==> src/rtl/axi_common.sv <==
// Shared AXI-Lite field types, response codes and the data-width legality check.
package axi_common;

   typedef logic [2:0] prot_t;
   typedef logic [1:0] resp_t;

   localparam resp_t RESP_OKAY   = 2'b00;
   localparam resp_t RESP_SLVERR = 2'b10;

   function automatic bit axi_lite_data_width_ok(int width, bit relax);
      if (relax) begin
         return (width >= 8) && ((width % 8) == 0);
      end
      return (width == 32) || (width == 64);
   endfunction

endpackage

==> src/rtl/axi_lite_channel.sv <==
// AXI-Lite five-channel bundle; the master modport drives requests, the slave modport responses.
interface axi_lite_channel
#(
   parameter int ADDR_WIDTH = 32,
   parameter int DATA_WIDTH = 32
) ();
   import axi_common::*;

   logic                    aw_valid;
   logic                    aw_ready;
   logic [ADDR_WIDTH-1:0]   aw_addr;
   prot_t                   aw_prot;

   logic                    w_valid;
   logic                    w_ready;
   logic [DATA_WIDTH-1:0]   w_data;
   logic [DATA_WIDTH/8-1:0] w_strb;

   logic                    b_valid;
   logic                    b_ready;
   resp_t                   b_resp;

   logic                    ar_valid;
   logic                    ar_ready;
   logic [ADDR_WIDTH-1:0]   ar_addr;
   prot_t                   ar_prot;

   logic                    r_valid;
   logic                    r_ready;
   logic [DATA_WIDTH-1:0]   r_data;
   resp_t                   r_resp;

   modport master (
      output aw_valid, aw_addr, aw_prot, input aw_ready,
      output w_valid, w_data, w_strb, input w_ready,
      input b_valid, b_resp, output b_ready,
      output ar_valid, ar_addr, ar_prot, input ar_ready,
      input r_valid, r_data, r_resp, output r_ready
   );

   modport slave (
      input aw_valid, aw_addr, aw_prot, output aw_ready,
      input w_valid, w_data, w_strb, output w_ready,
      output b_valid, b_resp, input b_ready,
      input ar_valid, ar_addr, ar_prot, output ar_ready,
      output r_valid, r_data, r_resp, input r_ready
   );

endinterface

==> src/rtl/axi_fifo.sv <==
// Valid/ready FIFO with registered output; DEPTH 0 degenerates to a plain wire-through.
module axi_fifo #(
   parameter int WIDTH = 8,
   parameter int DEPTH = 2
) (
   input  logic             clk,
   input  logic             rstn,
   input  logic             in_valid,
   output logic             in_ready,
   input  logic [WIDTH-1:0] in_data,
   output logic             out_valid,
   input  logic             out_ready,
   output logic [WIDTH-1:0] out_data,
   output logic             empty
);

   if (DEPTH == 0) begin : g_pass
      logic unused_clk_rst;

      assign out_valid      = in_valid;
      assign in_ready       = out_ready;
      assign out_data       = in_data;
      assign empty          = 1'b1;
      assign unused_clk_rst = clk ^ rstn;
   end else begin : g_fifo
      localparam int PTR_W = (DEPTH > 1) ? $clog2(DEPTH) : 1;
      localparam int CNT_W = $clog2(DEPTH + 1);
      localparam logic [PTR_W-1:0] LAST_PTR = PTR_W'(DEPTH - 1);
      localparam logic [CNT_W-1:0] FULL_CNT = CNT_W'(DEPTH);

      logic [WIDTH-1:0] mem_q [DEPTH];
      logic [PTR_W-1:0] wr_ptr_q, rd_ptr_q;
      logic [CNT_W-1:0] count_q;
      logic             push, pop;

      // Ready depends only on stored count, so a full FIFO cannot accept in the cycle it pops.
      assign in_ready  = rstn && (count_q != FULL_CNT);
      assign out_valid = (count_q != '0);
      assign out_data  = mem_q[rd_ptr_q];
      assign empty     = (count_q == '0);
      assign push      = in_valid && in_ready;
      assign pop       = out_valid && out_ready;

      always_ff @(posedge clk) begin
         if (!rstn) begin
            wr_ptr_q <= '0;
            rd_ptr_q <= '0;
            count_q  <= '0;
         end else begin
            if (push) begin
               wr_ptr_q <= (wr_ptr_q == LAST_PTR) ? '0 : wr_ptr_q + PTR_W'(1);
            end
            if (pop) begin
               rd_ptr_q <= (rd_ptr_q == LAST_PTR) ? '0 : rd_ptr_q + PTR_W'(1);
            end
            if (push && !pop) begin
               count_q <= count_q + CNT_W'(1);
            end else if (pop && !push) begin
               count_q <= count_q - CNT_W'(1);
            end
         end
      end

      always_ff @(posedge clk) begin
         if (push) begin
            mem_q[wr_ptr_q] <= in_data;
         end
      end
   end

endmodule

==> src/rtl/axi_lite_buffer.sv <==
// AXI-Lite register slice: one independently sized FIFO per channel plus a registered idle flag.
module axi_lite_buffer
   import axi_common::*;
#(
   parameter int ADDR_WIDTH  = 32,
   parameter int DATA_WIDTH  = 32,
   parameter int RELAX_CHECK = 0,
   parameter int AW_DEPTH    = 2,
   parameter int W_DEPTH     = 2,
   parameter int B_DEPTH     = 2,
   parameter int AR_DEPTH    = 2,
   parameter int R_DEPTH     = 2
) (
   input  logic             clk,
   input  logic             rstn,
   axi_lite_channel.slave   slave,
   axi_lite_channel.master  master,
   output logic             idle
);

   if (slave.ADDR_WIDTH != ADDR_WIDTH || master.ADDR_WIDTH != ADDR_WIDTH ||
       slave.DATA_WIDTH != DATA_WIDTH || master.DATA_WIDTH != DATA_WIDTH) begin : g_bad_iface
      $fatal(1, "axi_lite_buffer: interface width does not match parameters");
   end
   if (!axi_lite_data_width_ok(DATA_WIDTH, RELAX_CHECK != 0)) begin : g_bad_data_width
      $fatal(1, "axi_lite_buffer: illegal DATA_WIDTH %0d", DATA_WIDTH);
   end
   if (AW_DEPTH < 0 || W_DEPTH < 0 || B_DEPTH < 0 || AR_DEPTH < 0 || R_DEPTH < 0)
   begin : g_bad_depth
      $fatal(1, "axi_lite_buffer: negative FIFO depth");
   end

   typedef struct packed {
      logic [ADDR_WIDTH-1:0] addr;
      prot_t                 prot;
   } ax_t;

   typedef struct packed {
      logic [DATA_WIDTH-1:0]   data;
      logic [DATA_WIDTH/8-1:0] strb;
   } w_t;

   typedef struct packed {
      resp_t resp;
   } b_t;

   typedef struct packed {
      logic [DATA_WIDTH-1:0] data;
      resp_t                 resp;
   } r_t;

   ax_t        aw_in, aw_out, ar_in, ar_out;
   w_t         w_in, w_out;
   b_t         b_in, b_out;
   r_t         r_in, r_out;
   logic [4:0] empty;

   assign aw_in          = '{addr: slave.aw_addr, prot: slave.aw_prot};
   assign master.aw_addr = aw_out.addr;
   assign master.aw_prot = aw_out.prot;
   assign w_in           = '{data: slave.w_data, strb: slave.w_strb};
   assign master.w_data  = w_out.data;
   assign master.w_strb  = w_out.strb;
   assign b_in           = '{resp: master.b_resp};
   assign slave.b_resp   = b_out.resp;
   assign ar_in          = '{addr: slave.ar_addr, prot: slave.ar_prot};
   assign master.ar_addr = ar_out.addr;
   assign master.ar_prot = ar_out.prot;
   assign r_in           = '{data: master.r_data, resp: master.r_resp};
   assign slave.r_data   = r_out.data;
   assign slave.r_resp   = r_out.resp;

   axi_fifo #(.WIDTH($bits(ax_t)), .DEPTH(AW_DEPTH)) u_aw_fifo (
      .clk       (clk),
      .rstn      (rstn),
      .in_valid  (slave.aw_valid),
      .in_ready  (slave.aw_ready),
      .in_data   (aw_in),
      .out_valid (master.aw_valid),
      .out_ready (master.aw_ready),
      .out_data  (aw_out),
      .empty     (empty[0])
   );

   axi_fifo #(.WIDTH($bits(w_t)), .DEPTH(W_DEPTH)) u_w_fifo (
      .clk       (clk),
      .rstn      (rstn),
      .in_valid  (slave.w_valid),
      .in_ready  (slave.w_ready),
      .in_data   (w_in),
      .out_valid (master.w_valid),
      .out_ready (master.w_ready),
      .out_data  (w_out),
      .empty     (empty[1])
   );

   axi_fifo #(.WIDTH($bits(b_t)), .DEPTH(B_DEPTH)) u_b_fifo (
      .clk       (clk),
      .rstn      (rstn),
      .in_valid  (master.b_valid),
      .in_ready  (master.b_ready),
      .in_data   (b_in),
      .out_valid (slave.b_valid),
      .out_ready (slave.b_ready),
      .out_data  (b_out),
      .empty     (empty[2])
   );

   axi_fifo #(.WIDTH($bits(ax_t)), .DEPTH(AR_DEPTH)) u_ar_fifo (
      .clk       (clk),
      .rstn      (rstn),
      .in_valid  (slave.ar_valid),
      .in_ready  (slave.ar_ready),
      .in_data   (ar_in),
      .out_valid (master.ar_valid),
      .out_ready (master.ar_ready),
      .out_data  (ar_out),
      .empty     (empty[3])
   );

   axi_fifo #(.WIDTH($bits(r_t)), .DEPTH(R_DEPTH)) u_r_fifo (
      .clk       (clk),
      .rstn      (rstn),
      .in_valid  (master.r_valid),
      .in_ready  (master.r_ready),
      .in_data   (r_in),
      .out_valid (slave.r_valid),
      .out_ready (slave.r_ready),
      .out_data  (r_out),
      .empty     (empty[4])
   );

   always_ff @(posedge clk) begin
      if (!rstn) begin
         idle <= 1'b1;
      end else begin
         idle <= &empty;
      end
   end

endmodule

==> src/flat_wrapper.sv <==
// flat-port wrapper written by rule: the top's interface ports become plain ports
module axi_lite_buffer_flat import axi_common::*;
#(
   parameter int ADDR_WIDTH  = 32,
   parameter int DATA_WIDTH  = 32,
   parameter int RELAX_CHECK = 0,
   parameter int AW_DEPTH    = 2,
   parameter int W_DEPTH     = 2,
   parameter int B_DEPTH     = 2,
   parameter int AR_DEPTH    = 2,
   parameter int R_DEPTH     = 2
)
  (clk, rstn, idle, slave_aw_valid, slave_aw_addr, slave_aw_prot, slave_aw_ready, slave_w_valid, slave_w_data, slave_w_strb, slave_w_ready, slave_b_valid, slave_b_resp, slave_b_ready, slave_ar_valid, slave_ar_addr, slave_ar_prot, slave_ar_ready, slave_r_valid, slave_r_data, slave_r_resp, slave_r_ready, master_aw_valid, master_aw_addr, master_aw_prot, master_aw_ready, master_w_valid, master_w_data, master_w_strb, master_w_ready, master_b_valid, master_b_resp, master_b_ready, master_ar_valid, master_ar_addr, master_ar_prot, master_ar_ready, master_r_valid, master_r_data, master_r_resp, master_r_ready);
  axi_lite_channel #(.ADDR_WIDTH(ADDR_WIDTH), .DATA_WIDTH(DATA_WIDTH)) slave_i ();
  axi_lite_channel #(.ADDR_WIDTH(ADDR_WIDTH), .DATA_WIDTH(DATA_WIDTH)) master_i ();
  input  logic clk;
  input  logic rstn;
  output logic idle;
  input wire logic [$bits(slave_i.aw_valid)-1:0] slave_aw_valid;
  input wire logic [$bits(slave_i.aw_addr)-1:0] slave_aw_addr;
  input wire logic [$bits(slave_i.aw_prot)-1:0] slave_aw_prot;
  output wire logic [$bits(slave_i.aw_ready)-1:0] slave_aw_ready;
  input wire logic [$bits(slave_i.w_valid)-1:0] slave_w_valid;
  input wire logic [$bits(slave_i.w_data)-1:0] slave_w_data;
  input wire logic [$bits(slave_i.w_strb)-1:0] slave_w_strb;
  output wire logic [$bits(slave_i.w_ready)-1:0] slave_w_ready;
  output wire logic [$bits(slave_i.b_valid)-1:0] slave_b_valid;
  output wire logic [$bits(slave_i.b_resp)-1:0] slave_b_resp;
  input wire logic [$bits(slave_i.b_ready)-1:0] slave_b_ready;
  input wire logic [$bits(slave_i.ar_valid)-1:0] slave_ar_valid;
  input wire logic [$bits(slave_i.ar_addr)-1:0] slave_ar_addr;
  input wire logic [$bits(slave_i.ar_prot)-1:0] slave_ar_prot;
  output wire logic [$bits(slave_i.ar_ready)-1:0] slave_ar_ready;
  output wire logic [$bits(slave_i.r_valid)-1:0] slave_r_valid;
  output wire logic [$bits(slave_i.r_data)-1:0] slave_r_data;
  output wire logic [$bits(slave_i.r_resp)-1:0] slave_r_resp;
  input wire logic [$bits(slave_i.r_ready)-1:0] slave_r_ready;
  output wire logic [$bits(master_i.aw_valid)-1:0] master_aw_valid;
  output wire logic [$bits(master_i.aw_addr)-1:0] master_aw_addr;
  output wire logic [$bits(master_i.aw_prot)-1:0] master_aw_prot;
  input wire logic [$bits(master_i.aw_ready)-1:0] master_aw_ready;
  output wire logic [$bits(master_i.w_valid)-1:0] master_w_valid;
  output wire logic [$bits(master_i.w_data)-1:0] master_w_data;
  output wire logic [$bits(master_i.w_strb)-1:0] master_w_strb;
  input wire logic [$bits(master_i.w_ready)-1:0] master_w_ready;
  input wire logic [$bits(master_i.b_valid)-1:0] master_b_valid;
  input wire logic [$bits(master_i.b_resp)-1:0] master_b_resp;
  output wire logic [$bits(master_i.b_ready)-1:0] master_b_ready;
  output wire logic [$bits(master_i.ar_valid)-1:0] master_ar_valid;
  output wire logic [$bits(master_i.ar_addr)-1:0] master_ar_addr;
  output wire logic [$bits(master_i.ar_prot)-1:0] master_ar_prot;
  input wire logic [$bits(master_i.ar_ready)-1:0] master_ar_ready;
  input wire logic [$bits(master_i.r_valid)-1:0] master_r_valid;
  input wire logic [$bits(master_i.r_data)-1:0] master_r_data;
  input wire logic [$bits(master_i.r_resp)-1:0] master_r_resp;
  output wire logic [$bits(master_i.r_ready)-1:0] master_r_ready;
  assign slave_i.aw_valid = slave_aw_valid;
  assign slave_i.aw_addr = slave_aw_addr;
  assign slave_i.aw_prot = slave_aw_prot;
  assign slave_aw_ready = slave_i.aw_ready;
  assign slave_i.w_valid = slave_w_valid;
  assign slave_i.w_data = slave_w_data;
  assign slave_i.w_strb = slave_w_strb;
  assign slave_w_ready = slave_i.w_ready;
  assign slave_b_valid = slave_i.b_valid;
  assign slave_b_resp = slave_i.b_resp;
  assign slave_i.b_ready = slave_b_ready;
  assign slave_i.ar_valid = slave_ar_valid;
  assign slave_i.ar_addr = slave_ar_addr;
  assign slave_i.ar_prot = slave_ar_prot;
  assign slave_ar_ready = slave_i.ar_ready;
  assign slave_r_valid = slave_i.r_valid;
  assign slave_r_data = slave_i.r_data;
  assign slave_r_resp = slave_i.r_resp;
  assign slave_i.r_ready = slave_r_ready;
  assign master_aw_valid = master_i.aw_valid;
  assign master_aw_addr = master_i.aw_addr;
  assign master_aw_prot = master_i.aw_prot;
  assign master_i.aw_ready = master_aw_ready;
  assign master_w_valid = master_i.w_valid;
  assign master_w_data = master_i.w_data;
  assign master_w_strb = master_i.w_strb;
  assign master_i.w_ready = master_w_ready;
  assign master_i.b_valid = master_b_valid;
  assign master_i.b_resp = master_b_resp;
  assign master_b_ready = master_i.b_ready;
  assign master_ar_valid = master_i.ar_valid;
  assign master_ar_addr = master_i.ar_addr;
  assign master_ar_prot = master_i.ar_prot;
  assign master_i.ar_ready = master_ar_ready;
  assign master_i.r_valid = master_r_valid;
  assign master_i.r_data = master_r_data;
  assign master_i.r_resp = master_r_resp;
  assign master_r_ready = master_i.r_ready;
  axi_lite_buffer #(.ADDR_WIDTH(ADDR_WIDTH), .DATA_WIDTH(DATA_WIDTH), .RELAX_CHECK(RELAX_CHECK), .AW_DEPTH(AW_DEPTH), .W_DEPTH(W_DEPTH), .B_DEPTH(B_DEPTH), .AR_DEPTH(AR_DEPTH), .R_DEPTH(R_DEPTH)) u_core (.clk(clk), .rstn(rstn), .slave(slave_i), .master(master_i), .idle(idle));
endmodule
==> config.mk <==
export PLATFORM = sky130hd
export DESIGN_NAME = axi_lite_buffer_flat
export DESIGN_NICKNAME = d
export VERILOG_FILES = /design/src/rtl/axi_common.sv /design/src/rtl/axi_lite_channel.sv /design/src/rtl/axi_fifo.sv /design/src/rtl/axi_lite_buffer.sv /design/src/flat_wrapper.sv
export SDC_FILE = /design/constraint.sdc
export NUM_CORES = 1
export LEC_CHECK = 0
export BUFFER_PORTS_ARGS = -buffer_cell sky130_fd_sc_hd__buf_2
export CAP_MARGIN = 10
export CORE_UTILIZATION = 45
export DETAILED_ROUTE_END_ITERATION = 8
export PLACE_DENSITY = 0.8
export SYNTH_ARGS = -nofsm -noshare
export SYNTH_HDL_FRONTEND = slang
export SYNTH_SLANG_ARGS = --single-unit
==> constraint.sdc <==
create_clock -name clk -period 4.1 [get_ports clk]
set_clock_uncertainty 0.1 [all_clocks]
set_input_delay 0.615 -clock clk [delete_from_list [all_inputs] [get_ports clk]]
set_output_delay 0.615 -clock clk [all_outputs]
set_load 0.01 [all_outputs]
---- Word-level counts from Yosys, hierarchy flattened ----
Memories as Yosys holds them, arrays and structs flattened. A register that Yosys moved wholly into a read port is not among the register bits.
Index checks and enable logic that the tools add are counted.
operators by class
  reduce and logical (&&, ||, !) cells .... 51
  eq/ne operators ......................... 5
  add/sub/neg operators ................... 20
  multiplexer cells ....................... 40
operators by type and width
  cell                                              count
  two-way mux 1 bit                                 30
  logical AND 1 bit                                 25
  two-way mux 2 bit                                 10
  nonzero test 2 bit                                10
  adder 1 bit, second input constant                10
  adder 2 x 1 -> 2 bit, second input constant       5
  zero test 1 bit                                   10
  zero test 2 bit                                   5
  != test 2 bit, second input constant              5
  subtractor 2 x 1 -> 2 bit, second input constant  5
  AND reduction 5 bit                               1
word-level totals
  bits in writable memories ............... 284
  memories ................................ 5
  word-level logic and storage cells ...... 137
  output and inout port bits .............. 153
  bits in registers ....................... 21
memories
  name                           words  bits a word  read ports  clocked after memory_dff  wr ports  line            text
  u_core.u_w_fifo.g_fifo.mem_q   2      36           1           1                         1         axi_fifo.sv:31  logic [WIDTH-1:0] mem_q [DEPTH];
  u_core.u_ar_fifo.g_fifo.mem_q  2      35           1           1                         1         axi_fifo.sv:31
  u_core.u_aw_fifo.g_fifo.mem_q  2      35           1           1                         1         axi_fifo.sv:31
  u_core.u_r_fifo.g_fifo.mem_q   2      34           1           1                         1         axi_fifo.sv:31
  u_core.u_b_fifo.g_fifo.mem_q   2      2            1           1                         1         axi_fifo.sv:31

---- Depth between registers and ports, before layout ----
Gate-level depths: netlist of run 1.
  word-level depth ........................ 7
  mapped depth ............................ 8

---- By module ----
Synthesis of run 1 repeated with hierarchy kept, for this count alone.
unflattened totals
  cell total of the unflattened synthesis .. 586
  area, all modules ....................... 11512.3 sq um
modules (own cells, without submodules)
  module                           seq. area each (sq um)  cells each  times used  area each (sq um)
  axi_fifo (u_core.u_ar_fifo ...)  2202.1                  137         2           2772.7
  axi_fifo (u_core.u_w_fifo)       2262.2                  140         1           2839.0
  axi_fifo (u_core.u_r_fifo)       2142.1                  134         1           2696.3
  axi_fifo (u_core.u_b_fifo)       220.2                   34          1           394.1
  axi_lite_buffer                  20.0                    4           1           37.5

---- Worst setup path after synthesis of run 1 ----
No wires, ideal clock.
  kind .................................... input port to flip-flop
  start point ............................. input rstn
  end point ............................... memory u_core.u_w_fifo.g_fifo.mem_q[0][0] (netlist bit) (enable)
  path buffers ............................ 2
  data required time ...................... 3571 ps
  data arrival time ....................... 2642 ps
  path slack .............................. 928 ps
  stages on the path ...................... 4
  setup time .............................. 429 ps
  path through ............................ buf_2 -> buf_2 -> o211ai_1 -> nor2_1
between the ends
  word-level cells in the longest chain between the ends .. 4
ends and longest elaborated chain
  item                                     line                text
  start, declared                          flat_wrapper.sv:17  input logic rstn;
  logical AND 1 bit                        axi_fifo.sv:37      assign in_ready = rstn && (count_q != FULL_CNT);
  logical AND 1 bit                        axi_fifo.sv:41      assign push = in_valid && in_ready;
  two-way mux 1 bit                        axi_fifo.sv:65      if (push) begin
  two-way mux 1 bit (implied by the code)  axi_fifo.sv:66      mem_q[wr_ptr_q] <= in_data;
  end, declared                            axi_fifo.sv:31
No other way between the ends.

==> out/metrics.cfg, run 1 <==
[outcome]
status=completed

[synth]
yosys_warnings=0
syn_inst=577
syn_area_um2=11400
synth_cell_types=23
synth.top_cell.area_share_pct=74.5
synth_area_leader_cell=edfxtp_1
syn_nets=736
yosys_register_bits=310
synthAdderAreaFrac_pct=0.547
synth-compound-area-share_pct=1.56
synth.mux.area_fraction_pct=14.4
seq_area_frac_synth_pct=79.1
synthTopCellsByArea=edfxtp_1, mux2_2, dfxtp_1
synth_top_family_by_area=multiplexers
synthSimpleGateAreaFrac_pct=1.96
synth_xor_area_share_pct=1.15
avgSynthCellArea_um2=19.8

[clocking]
cts_tree=done
postCtsHoldBufs=0
cts_buffers=31
max-clock-path-buffers=3
h-tree-depth=1
cts_resized=0
post-cts-setup-buffer-count=0
root_buffer=clkbuf_16
clk_pin_slew_worst_paths_ns=0.06
cts_num_sinks=310
insertion_delay_ns=0.54

[layout]
mostFrequentLayoutCell=buf_2
antennaDiodeCount=0
area_delta_synth_final_pct=25.6
final_cell_mix=buf_2, edfxtp_1, mux2_2
drive_above_1_share_pct=54.5
fin_nets=1065
regArea_um2=9050
multi_input_comb_area_um2=2270
final.fill_count=1859

[placed_design]
pre_cts_ws_ns=1.54
io_buffers=306
hpwl_mm=14.2
gp_congestion=0.717

[worst_setup_path]
crit_path_top_delay_cell=mux2_2
critPathTopFamily=buffers and inverters
crit_chain=buf_4, mux2_2, buf_2
r2r_end=u_core.u_ar_fifo.g_fifo.count_q[1]
critical_path_class=flip-flop to output pin
worst_setup_path_end_kind=output pin
r2r_cells=6
path_buf_inv=2
start_kind=flip-flop
crit_path_max_fanout=35
timing.rr.start=u_core.u_ar_fifo.g_fifo.count_q[1]
critPathArrivalTime_ns=1.85
critPathMaxStageDelay_ns=0.42
reg2reg_slack_ns=2.12
required_ns=3.38

[sta]
rsz0062_at_grt=false
final_max_slew_viol_count=0
slew-limit-headroom_pct=31.6
max_freq_mhz=391
fin_crit_ns=2.56
tightestPinTransition_ns=1.02
tns_ns=0
finalHoldViolCount=0
period_share_pct=62.5
finalWorstSetupSlack_ns=1.54
setup_violations=0

[global_routing]
gr-total-overflow=0
antenna_found_initial=0
grt_pass1_vias=6248
grt_max_degree=37
track_usage_pct=15.5
grt_first_pass_wirelength_mm=31.5

[worst_hold_path]
worstHoldStart=slave_ar_addr[5]
worstHoldPathType=input port to flip-flop
holdPathStages=1
hold_end=u_core.u_ar_fifo.g_fifo.mem_q[0][8]

[route]
drc=0
firstDrtPassIters=4
routedWlPerCell_um=16.8
routed_wl_mm=21.1
drt_iter0_markers=266
ant_nets=0
vias_per_cell=4.83
vias=6063

[power_and_ir_drop]
leakage_uw=0.00543
powerDensity_nw_per_um2=614
p_total_uw=8830
ir_worst_vdd_v=0.000519

[die]
start_util_pct=46.5
die_area_um2=26100
core_area_um2=24600
die_y_um=161
rows=57
top_level_ports=307
fp.dieW_um=161

[flow_run]
drv_cap=0

stage by stage:
stage / hold slack, ns / utilization, % / cell area, µm² / std cells
6_report: 0.160 / 58.4 / 14400 / 1254
5_1_grt: 0.131 / 58.4 / 14400 / 1254
4_1_cts: 0.129 / 58.4 / 14400 / 1254
3_5_place_dp: 0.379 / 54.4 / 13400 / 1197
3_3_place_gp: 0.374 / 54.4 / 13400 / 1197
2_1_floorplan: 0.346 / - / 11400 / 577
per-layer routing:
| layer | vias up | track usage, % | share of wire (%) |
|---|---|---|---|
| met3 | 29 | 5.50 | 9.2 |
| met1 | 2924 | 17.4 | 39 |
| met5 | - | 0 | 0 |
| met2 | 226 | 27.9 | 51 |
| met4 | 0 | 3.95 | 1.6 |
| li1 | 2884 | - | - |
registers in the layout (all words and copies together), names as in the netlist, named ones only:
register                          cells
u_core.u_b_fifo.g_fifo.rd_ptr_q       1
u_core.u_w_fifo.g_fifo.count_q        2
u_core.u_r_fifo.g_fifo.rd_ptr_q       1
u_core.u_aw_fifo.g_fifo.count_q       2
u_core.u_ar_fifo.g_fifo.mem_q        70
u_core.u_w_fifo.g_fifo.wr_ptr_q       1
u_core.u_b_fifo.g_fifo.count_q        2
u_core.u_ar_fifo.g_fifo.wr_ptr_q      1
u_core.u_aw_fifo.g_fifo.rd_ptr_q      1
u_core.u_ar_fifo.g_fifo.count_q       2
u_core.u_w_fifo.g_fifo.rd_ptr_q       1
u_core.idle                           1
u_core.u_w_fifo.g_fifo.mem_q         72
u_core.u_b_fifo.g_fifo.mem_q          4
u_core.u_aw_fifo.g_fifo.mem_q        70
u_core.u_r_fifo.g_fifo.count_q        2
u_core.u_r_fifo.g_fifo.mem_q         68
u_core.u_ar_fifo.g_fifo.rd_ptr_q      1
u_core.u_b_fifo.g_fifo.wr_ptr_q       1
u_core.u_aw_fifo.g_fifo.wr_ptr_q      1
u_core.u_r_fifo.g_fifo.wr_ptr_q       1
kinds of logic after synthesis:
family | Yosys count
AO/OA/AOI/OAI | 26
XOR/XNOR | 15
adder cells (fa/ha/maj) | 5
buffers and inverters | 33
flip-flops | 310
multiplexers | 147
AND/OR/NAND/NOR | 41
power by group:
part / internal, µW / total, µW / switching (µW)
sequential: 3860 / 4010 / 143
combinational: 1000 / 2130 / 1130
clock: 1620 / 2700 / 1080
total: 6480 / 8830 / 2350
how the worst max path moves through the flow:
stage          depth (start not counted)      start                             endpoint  slack [ns]
2_1_floorplan                          4       rstn   u_core.u_w_fifo.g_fifo.mem_q[0][0]        0.93
3_3_place_gp                           3       rstn  u_core.u_r_fifo.g_fifo.mem_q[0][12]        1.59
3_5_place_dp                           5       rstn  u_core.u_ar_fifo.g_fifo.mem_q[1][2]        1.54
4_1_cts                                3  flip-flop                   master_aw_addr[29]        1.50
5_1_grt                                3  flip-flop                   master_aw_addr[29]        1.44
6_report                               3  flip-flop                   master_aw_addr[29]        1.54
Yosys cell counts:
cell      count
a21boi_0      8
and2_1       15
and3_1        5
buf_2        18
clkbuf_1      2
dfxtp_1      26
edfxtp_1    284
ha_1          5
inv_1        13
mux2_2      142
mux2i_1       5
nand2_1       8
nor2_1        5
o211ai_1      5
o21a_1        2
o21ai_0       5
o21ai_1       5
o41ai_2       1
or2_0         1
or2_1         2
or3_1         5
xnor2_1      10
xor2_1        5
final cells by class:
cell class                 instances  share of cell area, %
tap                              324                   2.82
clock buffer                      44                   5.88
sequential                       310                   63.0
multi-input combinational        234                   15.8
clock inverter                    13                   1.02
timing repair buffer             316                   11.2
inverter                          13                  0.340
No activity file was read; power rests on OpenSTA's default activity.
==> inputs of run 2 (changes only) <==
ABC_AREA = 1   (was unset)
PLACE_DENSITY = 0.82   (was 0.8)
clock period = 2.11 ns   (was 4.1 ns; I/O delays follow)
==> run 2 against run 1 <==
Against the previous run:
- combinational power is 59% higher
- clock power is 100% higher
- setup slack worse by 1.5 ns
- first-iteration DRC count is 52% higher
- utilization is 4.9 points higher
- design area is 16% higher
- die area is 6.6% higher
- largest cell class unchanged
==> out/metrics.cfg, run 2 <==
[worst_setup_path]
worst_setup_path_end_kind=output pin  ; unchanged
crit_path_top_delay_cell=dfxtp_4  ; was mux2_2
critPathMaxStageDelay_ns=0.48  ; was 0.42 ns
critPathTopFamily=flip-flops  ; was buffers and inverters
r2r_end=u_core.u_ar_fifo.g_fifo.count_q[1]  ; unchanged
r2r_cells=10  ; was 6
critPathArrivalTime_ns=1.66  ; was 1.85 ns
reg2reg_slack_ns=0.46  ; was 2.12 ns
timing.rr.start=u_core.u_ar_fifo.g_fifo.count_q[0]  ; was u_core.u_ar_fifo.g_fifo.count_q[1]
start_kind=flip-flop  ; unchanged
crit_path_max_fanout=10  ; was 35
path_buf_inv=2  ; unchanged
required_ns=1.69  ; was 3.38 ns
crit_chain=clkbuf_16, mux2_4, buf_2  ; was buf_4, mux2_2, buf_2
critical_path_class=flip-flop to output pin  ; unchanged

[synth]
synth.top_cell.area_share_pct=69.9  ; was 74.5%
synth_flop_cell=edfxtp_1  ; unchanged
yosys_register_bits=310  ; unchanged
synth_edf_count=284  ; unchanged
avgSynthCellArea_um2=18.6  ; was 19.8 µm²
syn_nets=814  ; was 736
synth_cell_types=17  ; was 23
syn_area_um2=12200  ; was 11400 µm²
seq_area_frac_synth_pct=74.2  ; was 79.1%
synthTopCellsByArea=edfxtp_1, mux2_4, dfxtp_1  ; was edfxtp_1, mux2_2, dfxtp_1
synth.most_common_cell=edfxtp_1  ; unchanged
yosys_warnings=0  ; unchanged
synth_common_cells=edfxtp_1, mux2_4, inv_1  ; was edfxtp_1, mux2_2, dfxtp_1
async_reset_ff_share_pct=0  ; unchanged
syn_inst=655  ; was 577
synth_area_leader_cell=edfxtp_1  ; unchanged

[layout]
reg_top3=u_core.u_w_fifo.g_fifo.mem_q x72, u_core.u_ar_fifo.g_fifo.mem_q x70, u_core.u_aw_fifo.g_fifo.mem_q x70  ; unchanged
finalInstanceArea_um2=16700  ; was 14400 µm²
area_delta_synth_final_pct=36.8  ; was 25.6%
regMostFlops=u_core.u_w_fifo.g_fifo.mem_q  ; unchanged
final_cell_mix=buf_2, edfxtp_1, dlygate4sd3_1  ; was buf_2, edfxtp_1, mux2_2
final_util_pct=63.3  ; was 58.4%
fin_nets=1300  ; was 1065
drive_above_1_share_pct=44.5  ; was 54.5%
stdcell_count=1501  ; was 1254
mostFrequentLayoutCell=buf_2  ; unchanged
largest_reg_flops=72  ; unchanged

[flow_run]
drv_cap=0  ; unchanged

[power_and_ir_drop]
cell_internal_pwr_uw=12100  ; was 6480 µW
p_sw_uw=4050  ; was 2350 µW
swShare_pct=25.0  ; was 26.6%
combPwrFrac_pct=20.9  ; was 24.1%
seqPwrFrac_pct=45.7  ; was 45.4%
powerDensity_nw_per_um2=970  ; was 614 nW/µm²
leakage_uw=0.00677  ; was 0.00543 µW
ir_worst_vdd_v=0.000716  ; was 0.000519 V
p_clk_share_pct=33.4  ; was 30.5%

[route]
vias_per_cell=4.82  ; was 4.83
ant_nets=0  ; unchanged
routed_wl_mm=27.3  ; was 21.1 mm
routedWlPerCell_um=18.2  ; was 16.8 µm
vias=7241  ; was 6063
drt_iter0_markers=405  ; was 266
firstDrtPassIters=5  ; was 4
drc=0  ; unchanged

[global_routing]
grt_first_pass_wirelength_mm=41.5  ; was 31.5 mm
track_usage_pct=19.4  ; was 15.5%
antenna_found_initial=3  ; was 0
gr-total-overflow=0  ; unchanged
grt_pass1_vias=7778  ; was 6248
grt_max_degree=37  ; unchanged

[die]
rows=59  ; was 57
start_util_pct=46.3  ; was 46.5%
top_level_ports=307  ; unchanged
die_y_um=167  ; was 161 µm
die_area_um2=27800  ; was 26100 µm²
fp.dieW_um=167  ; was 161 µm
core_area_um2=26400  ; was 24600 µm²

[sta]
finalHoldViolCount=0  ; unchanged
max_freq_mhz=482
fin_crit_ns=2.07
setup_violations=0  ; unchanged
final_max_slew_viol_count=0  ; unchanged
slew-limit-headroom_pct=80.5  ; was 31.6%
finalWorstSetupSlack_ns=0.0368  ; was 1.54 ns
tightestPinTransition_ns=0.292  ; was 1.02 ns
period_share_pct=98.3
holdWs_ns=0.0630  ; was 0.160 ns
rsz0062_at_grt=true  ; was false

[placed_design]
placedInstanceArea_um2=14100  ; was 13400 µm²
hpwl_mm=16.4  ; was 14.2 mm
io_buffers=306  ; unchanged
gp_congestion=0.760  ; was 0.717
pre_cts_ws_ns=0.360  ; was 1.54 ns
placed_cells=1293  ; was 1197

[outcome]
status=completed  ; unchanged

[clocking]
clk_pin_slew_worst_paths_ns=0.06  ; about the same
cts_num_sinks=310  ; unchanged
h-tree-depth=2  ; was 1
cts_buffers=34  ; was 31
max-clock-path-buffers=3  ; unchanged
root_buffer=clkbuf_16  ; unchanged
insertion_delay_ns=0.50  ; was 0.54 ns
cts_tree=done  ; unchanged

[worst_hold_path]
worstHoldPathType=input port to flip-flop  ; unchanged
hold_end=u_core.u_ar_fifo.g_fifo.count_q[1]  ; was u_core.u_ar_fifo.g_fifo.mem_q[0][8]
worstHoldStart=rstn  ; was slave_ar_addr[5]
holdPathStages=3  ; was 1

## run 2: cell families (layout without fill, tap and decap cells)
logic type	count (synthesis)	in the layout	share of synthesized area, %
muxes	142	142	16.8
DFF	310	310	74.2
other	0	3	0
buffers and inverters	75	583	4.26
adders and majority gates	5	5	0.513
AOI/OAI and AO/OA	16	16	0.656
and+or+nand+nor	107	107	3.61
## run 2: worst max path at each step
stage	endpoint	slack, ns	cells past startpoint
after floorplan	u_core.u_w_fifo.g_fifo.mem_q[0][0]	0.06	4
after detailed placement	u_core.u_r_fifo.g_fifo.count_q[1]	0.36	10
after CTS	master_w_data[15]	0.004	3
after global placement	u_core.u_w_fifo.g_fifo.count_q[1]	0.45	10
final	master_w_strb[0]	0.04	3
after global routing	master_ar_addr[10]	-0.009	3
## run 2: through the flow
| step | setup TNS, ns | total power, µW |
|---|---|---|
| 3_5_place_dp | 0 | 10600 |
| 5_1_grt | -0.0126 | 16900 |
| 4_1_cts | 0 | 16300 |
| 3_3_place_gp | 0 | 10500 |
| 2_1_floorplan | 0 | 9600 |
| 6_report | 0 | 16200 |
## run 2: tightest hold or removal path, stage by stage
cell,delay [ns]
buf_2,0.16
nand2_1,0.08
nor2_1,0.04
## run 2: area by class of cell
cell class                      count  area (µm²)
Antenna cell                        3        7.51
Clock buffer                       52         950
Clock inverter                      6        58.8
Fill cell                        1857        9660
Inverter                           56         210
Multi-Input combinational cell    270        2670
Sequential cell                   310        9060
Tap cell                          335         419
Timing Repair Buffer              469        3320
## run 2: power groups by stage
stage / Sequential (µW) / Combinational, µW / Clock (µW)
global route: 7430 / 3640 / 5790
finish: 7400 / 3380 / 5410
floorplan: 7430 / 2170 / 0
global placement: 7490 / 2980 / 0
CTS: 7380 / 3350 / 5540
detailed placement: 7520 / 3040 / 0
## run 2: routing by layer
layer / vias to the layer above / track usage, % / part of all wire, %
met2: 270 / 35.9 / 53
met3: 61 / 4.25 / 5.5
li1: 3395 / - / -
met5: - / 0 / 0
met4: 0 / 8.41 / 3.6
met1: 3515 / 21.2 / 38
## run 2: repair_timing
item | 4_1_cts | 5_1_grt
buffers inserted | 3 | 0
hold buffers | 142 | 0
hold endpoints to repair | 284 | 0
gates cloned | 1 | 1
gates resized for setup | 2 | 2
setup endpoints to repair | 58 | 16
==> inputs of run 3 (changes only) <==
CORE_MARGIN = 10   (was unset)
==> run 3 against run 2 <==
Against the previous run:
- critical path type unchanged
- power shrank 0.62%
- sequential share of layout area decreased by 0.092 points
- critical endpoint is now slave_r_data[25]
- flip-flop and latch count stayed put
- largest cell class unchanged
- non-clock buffer count up 2
==> out/metrics.cfg, run 3 (synthesis results as in run 2) <==
[outcome]
status=completed  ; unchanged

[placed_design]
hpwl_mm=18.8  ; was 16.4 mm
io_buffers=306  ; unchanged
pre_cts_ws_ns=0.372  ; was 0.360 ns
gp_congestion=0.761  ; was 0.760

[global_routing]
track_usage_pct=16.4  ; was 19.4%
grt_max_degree=37  ; unchanged
gr-total-overflow=0  ; unchanged
antenna_found_initial=5  ; was 3
grt_pass1_vias=7736  ; was 7778
grt_first_pass_wirelength_mm=43.6  ; was 41.5 mm

[layout]
final.fill_count=1847  ; was 1857
reg_top3=u_core.u_w_fifo.g_fifo.mem_q x72, u_core.u_ar_fifo.g_fifo.mem_q x70, u_core.u_aw_fifo.g_fifo.mem_q x70  ; unchanged
regArea_um2=9060  ; about the same
fin_nets=1298  ; was 1300
regMostFlops=u_core.u_w_fifo.g_fifo.mem_q  ; unchanged
mostFrequentLayoutCell=buf_2  ; unchanged
drive_above_1_share_pct=44.6  ; was 44.5%
final_cell_mix=buf_2, edfxtp_1, dlygate4sd3_1  ; unchanged
multi_input_comb_area_um2=2700  ; was 2670 µm²
area_delta_synth_final_pct=37.0  ; was 36.8%
largest_reg_flops=72  ; unchanged

[worst_setup_path]
critPathMaxStageDelay_ns=0.39  ; was 0.48 ns
path_buf_inv=2  ; unchanged
crit_path_max_fanout=17  ; was 10
crit_chain=clkbuf_16, mux2_4, buf_2  ; unchanged
reg2reg_slack_ns=0.50  ; was 0.46 ns
worst_setup_path_end_kind=output pin  ; unchanged
critPathTopFamily=flip-flops  ; unchanged
crit_path_top_delay_cell=dfxtp_2  ; was dfxtp_4
critical_path_class=flip-flop to output pin  ; unchanged
start_kind=flip-flop  ; unchanged
critPathArrivalTime_ns=1.65  ; was 1.66 ns
required_ns=1.69  ; about the same

[die]
die_area_um2=34100  ; was 27800 µm²
top_level_ports=307  ; unchanged
rows=60  ; was 59
die_y_um=185  ; was 167 µm
start_util_pct=45.5  ; was 46.3%
core_area_um2=26800  ; was 26400 µm²
fp.dieW_um=185  ; was 167 µm

[clocking]
h-tree-depth=1  ; was 2
clk_pin_slew_worst_paths_ns=0.06  ; about the same
max-clock-path-buffers=3  ; unchanged
cts_num_sinks=310  ; unchanged
insertion_delay_ns=0.55  ; was 0.50 ns
root_buffer=clkbuf_16  ; unchanged
cts_buffers=30  ; was 34
cts_tree=done  ; unchanged

[sta]
max_freq_mhz=484  ; was 482 MHz
finalWorstSetupSlack_ns=0.0421  ; was 0.0368 ns
tightestPinTransition_ns=0.345  ; was 0.292 ns
fin_crit_ns=2.07  ; about the same
setup_violations=0  ; unchanged
holdWs_ns=0.0244  ; was 0.0630 ns
final_max_slew_viol_count=0  ; unchanged
slew-limit-headroom_pct=76.9  ; was 80.5%
period_share_pct=98.0  ; was 98.3%
finalHoldViolCount=0  ; unchanged

[route]
drc=0  ; unchanged
ant_nets=0  ; unchanged
firstDrtPassIters=4  ; was 5
routed_wl_mm=30.0  ; was 27.3 mm
vias=7263  ; was 7241
vias_per_cell=4.82  ; about the same
drt_iter0_markers=463  ; was 405
routedWlPerCell_um=19.9  ; was 18.2 µm

[power_and_ir_drop]
ir_worst_vdd_v=0.000589  ; was 0.000716 V
leakage_uw=0.00680  ; was 0.00677 µW
powerDensity_nw_per_um2=963  ; was 970 nW/µm²

[flow_run]
drv_cap=0  ; unchanged

[worst_hold_path]
worstHoldPathType=input port to flip-flop  ; unchanged

run 3: cell count changes in the layout (fill, tap and decap cells not counted), moves of 2 or more:
cell       delta
clkbuf_1      -5
clkinv_2      +3
mux2_2        -9
clkinv_1      +2
mux2_4        +9
clkbuf_16     -2
run 3: path summary, 6_finish.rpt:
path / startpoint / end / depth (start not counted)
worst min register to register: u_core.u_ar_fifo.g_fifo.rd_ptr_q / u_core.u_ar_fifo.g_fifo.rd_ptr_q / 2
worst min-delay path: slave_aw_valid / u_core.u_aw_fifo.g_fifo.wr_ptr_q / 4
worst max register to register: u_core.u_r_fifo.g_fifo.count_q[0] / u_core.u_r_fifo.g_fifo.count_q[1] / 10
worst max-delay path: flip-flop / slave_r_data[25] / 3
run 3: area by class of cell:
type                    instances  area share (%)
inverters                      56            1.26
diodes                          4          0.0599
well taps                     341            2.55
clock buffers                  44            5.05
clock inverters                12           0.689
multi-input cells             270            16.2
repair buffers                471            20.0
flip-flops and latches        310            54.2
run 3: repair_timing:
item                                   in CTS  in global routing
gates resized for setup                    12                  0
cloned                                      1                  3
endpoints found under the hold margin     289                  0
setup buffers                               1                  0
hold buffers                              143                  0
setup endpoints to repair                  45                 64
run 3: routing by layer:
| layer | routed length (µm) | share of wire (%) | global-route usage [%] | up-vias |
|---|---|---|---|---|
| li1 | - | - | - | 3394 |
| met1 | 11000 | 37 | 17.8 | 3529 |
| met2 | 15900 | 53 | 30.1 | 288 |
| met3 | 2400 | 8.0 | 4.45 | 50 |
| met4 | 784 | 2.6 | 5.46 | 2 |
| met5 | 13 | 0.043 | 0 | - |
run 3: worst reg2reg max path: cells and delay by family, from the launching register on:
kind / cells / cell delay [ns]
adder cells (fa/ha/maj): 1 / 0.33
buffers and inverters: 4 / 0.31
flip-flops: 1 / 0.32
AND/OR/NAND/NOR: 5 / 0.47
run 3: through the flow:
step / power, µW / instance area, µm² / setup TNS (ns) / util [%] / std cells
after global placement: 10600 / 14200 / 0 / 52.8 / 1300
after floorplan: 9600 / 12200 / 0 / - / 655
final: 16100 / 16700 / 0 / 62.4 / 1508
after detailed placement: 10600 / 14200 / 0 / 52.8 / 1300
after global routing: 16800 / 16700 / -0.00942 / 62.3 / 1506
after CTS: 16100 / 16600 / -0.170 / 62.0 / 1501
run 3: power breakdown:
group / switching, µW / leakage, µW / internal, µW / total, µW
Combinational: 1720 / 0.00351 / 1760 / 3480
Sequential: 207 / 0.00282 / 7190 / 7390
Clock: 2200 / 0.000470 / 3020 / 5220
